File: config.mk
export PLATFORM = sky130hd
export DESIGN_NAME = pulse_multiplier
export DESIGN_NICKNAME = d
export VERILOG_FILES = /design/src/rtl/pulse_pkg.sv /design/src/rtl/pulse_sync_edge.sv /design/src/rtl/pulse_multiplier.sv
export SDC_FILE = /design/constraint.sdc
export NUM_CORES = 1
export LEC_CHECK = 0
export CAP_MARGIN = 20
export CORE_MARGIN = 4
export CORE_UTILIZATION = 70
export DETAILED_ROUTE_END_ITERATION = 8
export DONT_BUFFER_PORTS = 1
export GPL_TIMING_DRIVEN = 0
export PLACE_DENSITY = 0.86
export SLEW_MARGIN = 10
export SYNTH_ARGS = -nofsm -noshare
export SYNTH_HDL_FRONTEND = slang
export SYNTH_SLANG_ARGS = --single-unit
File: constraint.sdc
create_clock -name clk -period 10.1 [get_ports clk]
set_input_delay 1.01 -clock clk [delete_from_list [all_inputs] [get_ports clk]]
set_output_delay 1.01 -clock clk [all_outputs]
set_load 0.05 [all_outputs]
File: src/rtl/pulse_pkg.sv
// rtl/pulse_pkg.sv - shared types and width helpers for the pulse multiplier family
package pulse_pkg;

  typedef enum logic [1:0] {
    IDLE    = 2'd0,
    MEASURE = 2'd1,
    RUN     = 2'd2
  } state_t;

  // acc stays below period, so acc + MULT needs one bit beyond CNT_W + clog2(MULT)
  function automatic int ACC_W(input int cnt_w, input int mult);
    return cnt_w + $clog2(mult) + 1;
  endfunction

endpackage

File: src/rtl/pulse_sync_edge.sv
// rtl/pulse_sync_edge.sv - 2-FF synchroniser followed by a registered rising-edge detector
module pulse_sync_edge (
  input  logic clk,
  input  logic rst,
  input  logic din,
  output logic edge_pulse
);

  logic sync1;
  logic sync2;
  logic sync2_d;

  always_ff @(posedge clk) begin
    if (rst) begin
      sync1      <= 1'b0;
      sync2      <= 1'b0;
      sync2_d    <= 1'b0;
      edge_pulse <= 1'b0;
    end else begin
      sync1      <= din;
      sync2      <= sync1;
      sync2_d    <= sync2;
      edge_pulse <= sync2 & ~sync2_d;
    end
  end

endmodule

File: src/rtl/pulse_multiplier.sv
// rtl/pulse_multiplier.sv - emits MULT evenly spaced strobes per measured input period
module pulse_multiplier
  import pulse_pkg::*;
#(
  parameter int MULT  = 4,
  parameter int CNT_W = 24
) (
  input  logic             clk,
  input  logic             rst,
  input  logic             pulse_in,
  output logic             pulse_out,
  output logic             locked,
  output logic [CNT_W-1:0] period,
  output logic             slip
);

  localparam int AW = ACC_W(CNT_W, MULT);
  localparam int EW = $clog2(MULT + 1);
  localparam logic [CNT_W-1:0] CNT_MAX = '1;
  localparam logic [CNT_W:0]   P_MIN   = (CNT_W+1)'(2 * MULT);

  logic             edge_pulse;
  state_t           state;
  logic [CNT_W-1:0] cnt;
  logic [AW-1:0]    acc;
  logic [EW-1:0]    emitted;
  logic [CNT_W:0]   p_meas;
  logic             p_ok;
  logic             sat;
  logic             gen_active;
  logic [AW-1:0]    acc_sum;
  logic [AW-1:0]    period_ext;

  pulse_sync_edge u_sync (
    .clk        (clk),
    .rst        (rst),
    .din        (pulse_in),
    .edge_pulse (edge_pulse)
  );

  // An edge on a saturated count would give 2^CNT_W, which cannot be held in period
  assign p_meas     = {1'b0, cnt} + (CNT_W+1)'(1);
  assign p_ok       = (p_meas >= P_MIN) && (p_meas <= {1'b0, CNT_MAX});
  assign sat        = (cnt == CNT_MAX);
  assign gen_active = (state == RUN) && (emitted < EW'(MULT));
  assign period_ext = AW'(period);
  assign acc_sum    = acc + AW'(MULT);

  always_ff @(posedge clk) begin
    if (rst) begin
      state     <= IDLE;
      cnt       <= '0;
      acc       <= '0;
      emitted   <= '0;
      period    <= '0;
      pulse_out <= 1'b0;
      locked    <= 1'b0;
      slip      <= 1'b0;
    end else begin
      pulse_out <= 1'b0;
      slip      <= 1'b0;

      if (edge_pulse) begin
        cnt <= '0;
      end else if (!sat) begin
        cnt <= cnt + CNT_W'(1);
      end

      // Edge beats both saturation and a generator pulse landing on the same cycle
      if (edge_pulse) begin
        if (state == IDLE) begin
          state <= MEASURE;
        end else begin
          slip <= gen_active;
          if (p_ok) begin
            state     <= RUN;
            locked    <= 1'b1;
            period    <= p_meas[CNT_W-1:0];
            acc       <= '0;
            emitted   <= EW'(1);
            pulse_out <= 1'b1;
          end else begin
            state  <= MEASURE;
            locked <= 1'b0;
          end
        end
      end else if (sat && state != IDLE) begin
        state  <= IDLE;
        locked <= 1'b0;
      end else if (gen_active) begin
        if (acc_sum >= period_ext) begin
          acc       <= acc_sum - period_ext;
          pulse_out <= 1'b1;
          emitted   <= emitted + EW'(1);
        end else begin
          acc <= acc_sum;
        end
      end
    end
  end

endmodule

==> results.sh, run 1 <==
export IMPL_outcome="complete, no violations"
export IMPL_rsz0062_at_grt="false"
export IMPL_critPathBufInv=4
export IMPL_fin_nets=764
export IMPL_syn_num_nets=752
export IMPL_cts_repair_resized=0
export IMPL_path_max_fanout=10
export IMPL_die_w_um=98.6
export IMPL_grt_pass1_wl_mm=26.6
export IMPL_numClockSinks=87
export IMPL_ys_async_sr_fraction=0
export IMPL_grt_pass1_vias=5353
export IMPL_fin_crit_sh=0.500
export IMPL_cts_max_level=3
export IMPL_synth_top_area_frac=0.303
export IMPL_drive_gt1_frac=0.0597
export IMPL_drv_slew=0
export IMPL_end_kind="flop"
export IMPL_antenna_found_initial=0
export IMPL_cts_hold_buffers=0
export IMPL_syn_inst=720
export IMPL_placed_area_um2=5880
export IMPL_routedWlPerCell_um=19.0
export IMPL_timing_fmax_mhz=198
export IMPL_place_congestion=0.955
export IMPL_floorplan_initialDensity=0.732
export IMPL_tns_ns=0
export IMPL_p_per_area_nw_per_um2=101
export IMPL_root_buffer="clkbuf_8"
export IMPL_critical_path_top_delay_family="simple AND/OR/NAND/NOR gates"
export IMPL_dp_cells=822
export IMPL_hp_class="reg -> reg"
export IMPL_path_cells="clkbuf_1, nand3_1, nor2_1, nand3_1, xnor2_1, ha_1, clkbuf_1, nand2_1, or3_1, nor3_1, nand2_1, nand3b_1, nand3b_1, buf_4, buf_2, mux2i_1, o2bb2ai_1"
export IMPL_synth_seq_area_share=0.303
export IMPL_syn2layout_area_growth_pct=5.72
export IMPL_final_area_um2=6080
export IMPL_hold_end="u_sync.edge_pulse$_SDFF_PP0_"
export IMPL_hold_depth=1
export IMPL_r2r_slack_ns=5.05
export IMPL_start_kind="flop"
export IMPL_hold_violations=0
export IMPL_skew_ns=0.00953
export IMPL_grt_util_all_layers=0.335
export IMPL_insertion_delay_ns=0.38
export IMPL_fp_dieH_um=98.6
export IMPL_core_area_um2=7850
export IMPL_critPathArrivalTime_ns=5.30
export IMPL_slowest_delay_ns=0.44
export IMPL_routed_wl_mm=16.0
export IMPL_n_fill_cell=603
export IMPL_cellLeakagePower_nw=2.41
export IMPL_diodes=0
export IMPL_p_total_mw=0.611
export IMPL_post_cts_buffers=0
export IMPL_synth_distinct_cells=63
export IMPL_yosys_area_top_type="dfxtp_1"
export IMPL_max_cap_viol_count=0
export IMPL_r2r_cells=17
export IMPL_path_clk_slew_ns=0.11
export IMPL_synth_edf_count=0
export IMPL_r2r_end="acc[15]$_SDFFE_PP0P_"
export IMPL_drtIter0Drc=559
export IMPL_ys_warn_count=0
export IMPL_mostFrequentLayoutCell="dfxtp_1"
export IMPL_design_die_area_um2=9720
export IMPL_portBuffers=0
export IMPL_peakVddDrop_uv=97.9
export IMPL_period_minus_slack_ns=5.05
export IMPL_via_per_inst=6.66
export IMPL_antenna_left=0
export IMPL_grt_start_max_net_pins=19
export IMPL_drtPass1Iterations=6
export IMPL_cts_max_path_buffers=2
export IMPL_crit_slowest_cell="nor2_1"
export IMPL_setup_worst_path_class="reg -> reg"
export IMPL_finalSetupViolCount=0
export IMPL_worst_pin_slew_ns=0.892
export IMPL_cts_buffers=9
export IMPL_avgSynthCellArea_um2=7.98
export IMPL_synth_flop_cell="dfxtp_1"
export IMPL_min_from="u_sync.sync2_d$_SDFF_PP0_"
export IMPL_relSlewSlack=0.400
export IMPL_rr_startpoint="acc[4]$_SDFFE_PP0P_"
export IMPL_place_detailed_hpwl_mm=12.3
export IMPL_grt_overflow=0
export IMPL_final_cell_mix="dfxtp_1 (87), nor2_1 (84), nand2_1 (44)"
export IMPL_fin_cells=839
export IMPL_ios=30
export IMPL_rows=32
export IMPL_num_vias=5584
export IMPL_cp_data_required_time_ns=10.35
export IMPL_cts_tree="done"
export IMPL_syn_area_um2=5750
export IMPL_ys_ff_latch=87
export IMPL_drc=0
export IMPL_ys_top_cells_by_area="dfxtp_1 (30%), ha_1 (6.1%), xnor2_1 (6.1%), nor2_1 (5.5%), a211oi_1 (4.0%)"
==> metal layers <==
metal  GRT usage  wire (um)  vias to the layer above  share of wire
li1            -          -                     2638              -
met5           0          0                        -              0
met1       0.455       6840                     2579           0.43
met3      0.0743       1570                       59          0.099
met2       0.524       7090                      308           0.44
met4       0.122        473                        0          0.030
==> worst max path at each step <==
stage | from | to | slack (ns) | depth (start not counted)
CTS | acc[5]$_SDFFE_PP0P_ | acc[1]$_SDFFE_PP0P_ | 5.11 | 15
finish | acc[4]$_SDFFE_PP0P_ | acc[15]$_SDFFE_PP0P_ | 5.05 | 17
global route | acc[4]$_SDFFE_PP0P_ | acc[14]$_SDFFE_PP0P_ | 4.78 | 17
detailed placement | acc[2]$_SDFFE_PP0P_ | acc[1]$_SDFFE_PP0P_ | 5.16 | 15
floorplan | acc[6]$_SDFFE_PP0P_ | emitted[1]$_SDFFE_PP0P_ | 6.20 | 15
global placement | acc[5]$_SDFFE_PP0P_ | acc[13]$_SDFFE_PP0P_ | 5.26 | 15
==> stage by stage <==
stage,util,worst slack (ns),hold WS (ns)
floorplan,-,6.20,0.367
global placement,0.749,5.26,0.373
detailed placement,0.749,5.16,0.391
CTS,0.774,5.11,0.404
global route,0.774,4.78,0.411
finish,0.774,5.05,0.397
==> flip-flops by register name, indices dropped and copies added, names as in the netlist <==
name / count
pulse_out: 1
cnt: 24
state: 2
u_sync.edge_pulse: 1
u_sync.sync2: 1
locked: 1
emitted: 3
slip: 1
u_sync.sync1: 1
acc: 27
period: 24
u_sync.sync2_d: 1
==> cells by family after synthesis <==
kind of cell	after synthesis	synth area share
AND/OR/NAND/NOR	282	0.256
AO/OA/AOI/OAI	168	0.200
flip-flops	87	0.303
buffers and inverters	76	0.0538
XOR/XNOR	64	0.0988
adder cells (fa/ha/maj)	29	0.0644
multiplexers	14	0.0244
==> Yosys cell counts, types with 7 or more instances <==
library cell / instances
xor2_1: 23
xnor2_1: 40
nand4_1: 15
nand3_1: 30
nand2_1: 44
ha_1: 28
nor3_1: 15
inv_1: 37
o21ai_0: 20
buf_2: 9
a21oi_1: 43
and4_1: 8
clkbuf_1: 25
or3_1: 11
and2_1: 7
dfxtp_1: 87
nor2_1: 84
nor2b_1: 12
o2bb2ai_1: 11
a211oi_1: 31
and3_1: 20
a21o_1: 10
mux2i_1: 14
==> cell type report <==
class / instances / area, um2 / share of cell area
Inverter: 37 / 139 / 0.0229
Tap cell: 102 / 128 / 0.0210
Clock buffer: 9 / 124 / 0.0204
Clock inverter: 7 / 72.6 / 0.0119
Sequential cell: 87 / 1740 / 0.287
Buffer: 39 / 170 / 0.0280
Multi-Input combinational cell: 557 / 3700 / 0.608
Timing Repair Buffer: 1 / 5.00 / 0.000824
==> report_power, final <==
group / total, mW / internal, mW / switching (mW)
Combinational: 0.0150 / 0.00419 / 0.0109
Clock: 0.249 / 0.0976 / 0.152
Sequential: 0.347 / 0.345 / 0.00225
Total: 0.611 / 0.446 / 0.165
Power figures use the tool's default switching activity.
==> run 2, diff against run 1 <==
- CORE_UTILIZATION: 70 -> 58
- PLACE_DENSITY: 0.86 -> 0.76
- clock period: 10.1 -> 4.1 ns (I/O delays scaled with it)
==> run 2 against run 1 <==
Net effect: global-route usage is 5.1 points lower; combinational power up 140%; largest power group unchanged; count of clock-buffer cells in the layout is the same; total power rose to 2.6 times the previous value; critical endpoint is now acc[4]$_SDFFE_PP0P_; sequential cell count did not move.
==> results.sh, run 2 (synthesized netlist as in run 1, its figures left out) <==
export IMPL_outcome="complete, no violations"
export IMPL_p_total_mw=1.61
export IMPL_drtIter0Drc=338
export IMPL_skew_ns=0.0193
export IMPL_portBuffers=0
export IMPL_end_kind="flop"
export IMPL_cts_tree="done"
export IMPL_critical_path_top_delay_family="simple AND/OR/NAND/NOR gates"
export IMPL_cellLeakagePower_nw=2.57
export IMPL_fp_dieH_um=108
export IMPL_drive_gt1_frac=0.129
export IMPL_worst_pin_slew_ns=0.923
export IMPL_p_per_area_nw_per_um2=248
export IMPL_relSlewSlack=0.379
export IMPL_start_kind="flop"
export IMPL_antenna_left=0
export IMPL_setup_worst_path_class="reg -> reg"
export IMPL_drv_slew=0
export IMPL_largestRegisters="acc (27), cnt (24), period (24)"
export IMPL_path_max_fanout=8
export IMPL_grt_util_all_layers=0.285
export IMPL_die_w_um=108
export IMPL_grt_overflow=0
export IMPL_design_die_area_um2=11600
export IMPL_regMostFlops="acc"
export IMPL_numClockSinks=87
export IMPL_drtPass1Iterations=5
export IMPL_seq_area_um2=1750
export IMPL_cts_hold_buffers=0
export IMPL_max_cap_viol_count=0
export IMPL_diodes=0
export IMPL_cts_buffers=9
export IMPL_period_minus_slack_ns=3.95
export IMPL_utilization=0.669
export IMPL_whs_ns=0.172
export IMPL_routedWlPerCell_um=18.5
export IMPL_hp_class="in -> reg"
export IMPL_n_fill_cell=848
export IMPL_multiInputGateArea_um2=3950
export IMPL_grt_pass1_vias=5278
export IMPL_timing_fmax_mhz=253
export IMPL_critPathBufInv=2
export IMPL_peakVddDrop_uv=200
export IMPL_ios=30
export IMPL_rows=36
export IMPL_path_clk_slew_ns=0.10
export IMPL_critPathArrivalTime_ns=4.26
export IMPL_syn2layout_area_growth_pct=13.3
export IMPL_path_cells="buf_6, nand4_1, or4_4, nor2_4, nand3_4, nor2_1, xor2_1, ha_2, and2_4, and3_4, nand2_1, nand3b_1, nand3b_1, buf_6, or3b_2, a21oi_2, a221o_1"
export IMPL_core_area_um2=9730
export IMPL_root_buffer="clkbuf_8"
export IMPL_largest_reg_flops=27
export IMPL_final_cell_mix="nor2_1 (81), dfxtp_1 (80), nand2_1 (44)"
export IMPL_via_per_inst=6.24
export IMPL_insertion_delay_ns=0.38
export IMPL_num_vias=5469
export IMPL_grt_pass1_wl_mm=26.2
export IMPL_place_detailed_hpwl_mm=12.2
export IMPL_routed_wl_mm=16.2
export IMPL_fin_crit_sh=0.962
export IMPL_antenna_found_initial=0
export IMPL_slowest_delay_ns=0.55
export IMPL_cts_max_level=3
export IMPL_place_congestion=0.945
export IMPL_cp_data_required_time_ns=4.42
export IMPL_crit_slowest_cell="or4_4"
export IMPL_finalSetupViolCount=0
export IMPL_grt_start_max_net_pins=18
export IMPL_fin_nets=771
export IMPL_cts_max_path_buffers=2
export IMPL_drc=0
export IMPL_hold_violations=0
export IMPL_floorplan_initialDensity=0.591
export IMPL_mostFrequentLayoutCell="nor2_1"
run 2: worst paths after layout:
path	start	endpoint	slack, ns	cells after the start
max	acc[9]$_SDFFE_PP0P_	acc[4]$_SDFFE_PP0P_	0.15	17
max reg2reg	acc[9]$_SDFFE_PP0P_	acc[4]$_SDFFE_PP0P_	0.15	17
min reg2reg	u_sync.sync2_d$_SDFF_PP0_	u_sync.edge_pulse$_SDFF_PP0_	0.40	1
min	pulse_in	u_sync.sync1$_SDFF_PP0_	0.17	1
run 2: timing repair:
item / in CTS / in global routing
gates resized for setup: 14 / 47
pin swaps: 5 / 12
setup buffers: 7 / 7
endpoints found under the hold margin: 0 / 0
endpoints found under the setup margin: 30 / 30
run 2: final cells by class:
| cell class | instances | area share |
|---|---|---|
| buffer | 32 | 0.0248 |
| clock buffer | 9 | 0.0190 |
| clock inverter | 7 | 0.0163 |
| inverter | 37 | 0.0213 |
| multi-input combinational | 557 | 0.606 |
| sequential | 87 | 0.269 |
| tap | 133 | 0.0256 |
| timing repair buffer | 15 | 0.0179 |
run 2: metal layers:
layer / vias to the layer above / global-route usage / wire length [um]
met5: - / 0 / 0
met4: 0 / 0.133 / 613
met3: 41 / 0.0408 / 942
met2: 188 / 0.481 / 7900
met1: 2585 / 0.356 / 6770
li1: 2655 / - / -
run 2: stage by stage:
| step | std cells | setup TNS [ns] | setup slack [ns] | instance area [um2] |
|---|---|---|---|---|
| 2_1_floorplan | 720 | 0 | 0.198 | 5750 |
| 3_3_place_gp | 853 | -24.15 | -0.956 | 5910 |
| 3_5_place_dp | 854 | -15.87 | -0.684 | 5930 |
| 4_1_cts | 874 | 0 | 0.0242 | 6250 |
| 5_1_grt | 877 | -0.0375 | -0.0242 | 6510 |
| 6_report | 877 | 0 | 0.154 | 6510 |
run 2: report_power, final:
part | total [mW] | switching (mW) | internal [mW] | leakage (nW)
logic | 0.0357 | 0.0252 | 0.0105 | 1.75
registers | 0.854 | 0.00549 | 0.849 | 0.705
clock network | 0.724 | 0.367 | 0.357 | 0.117
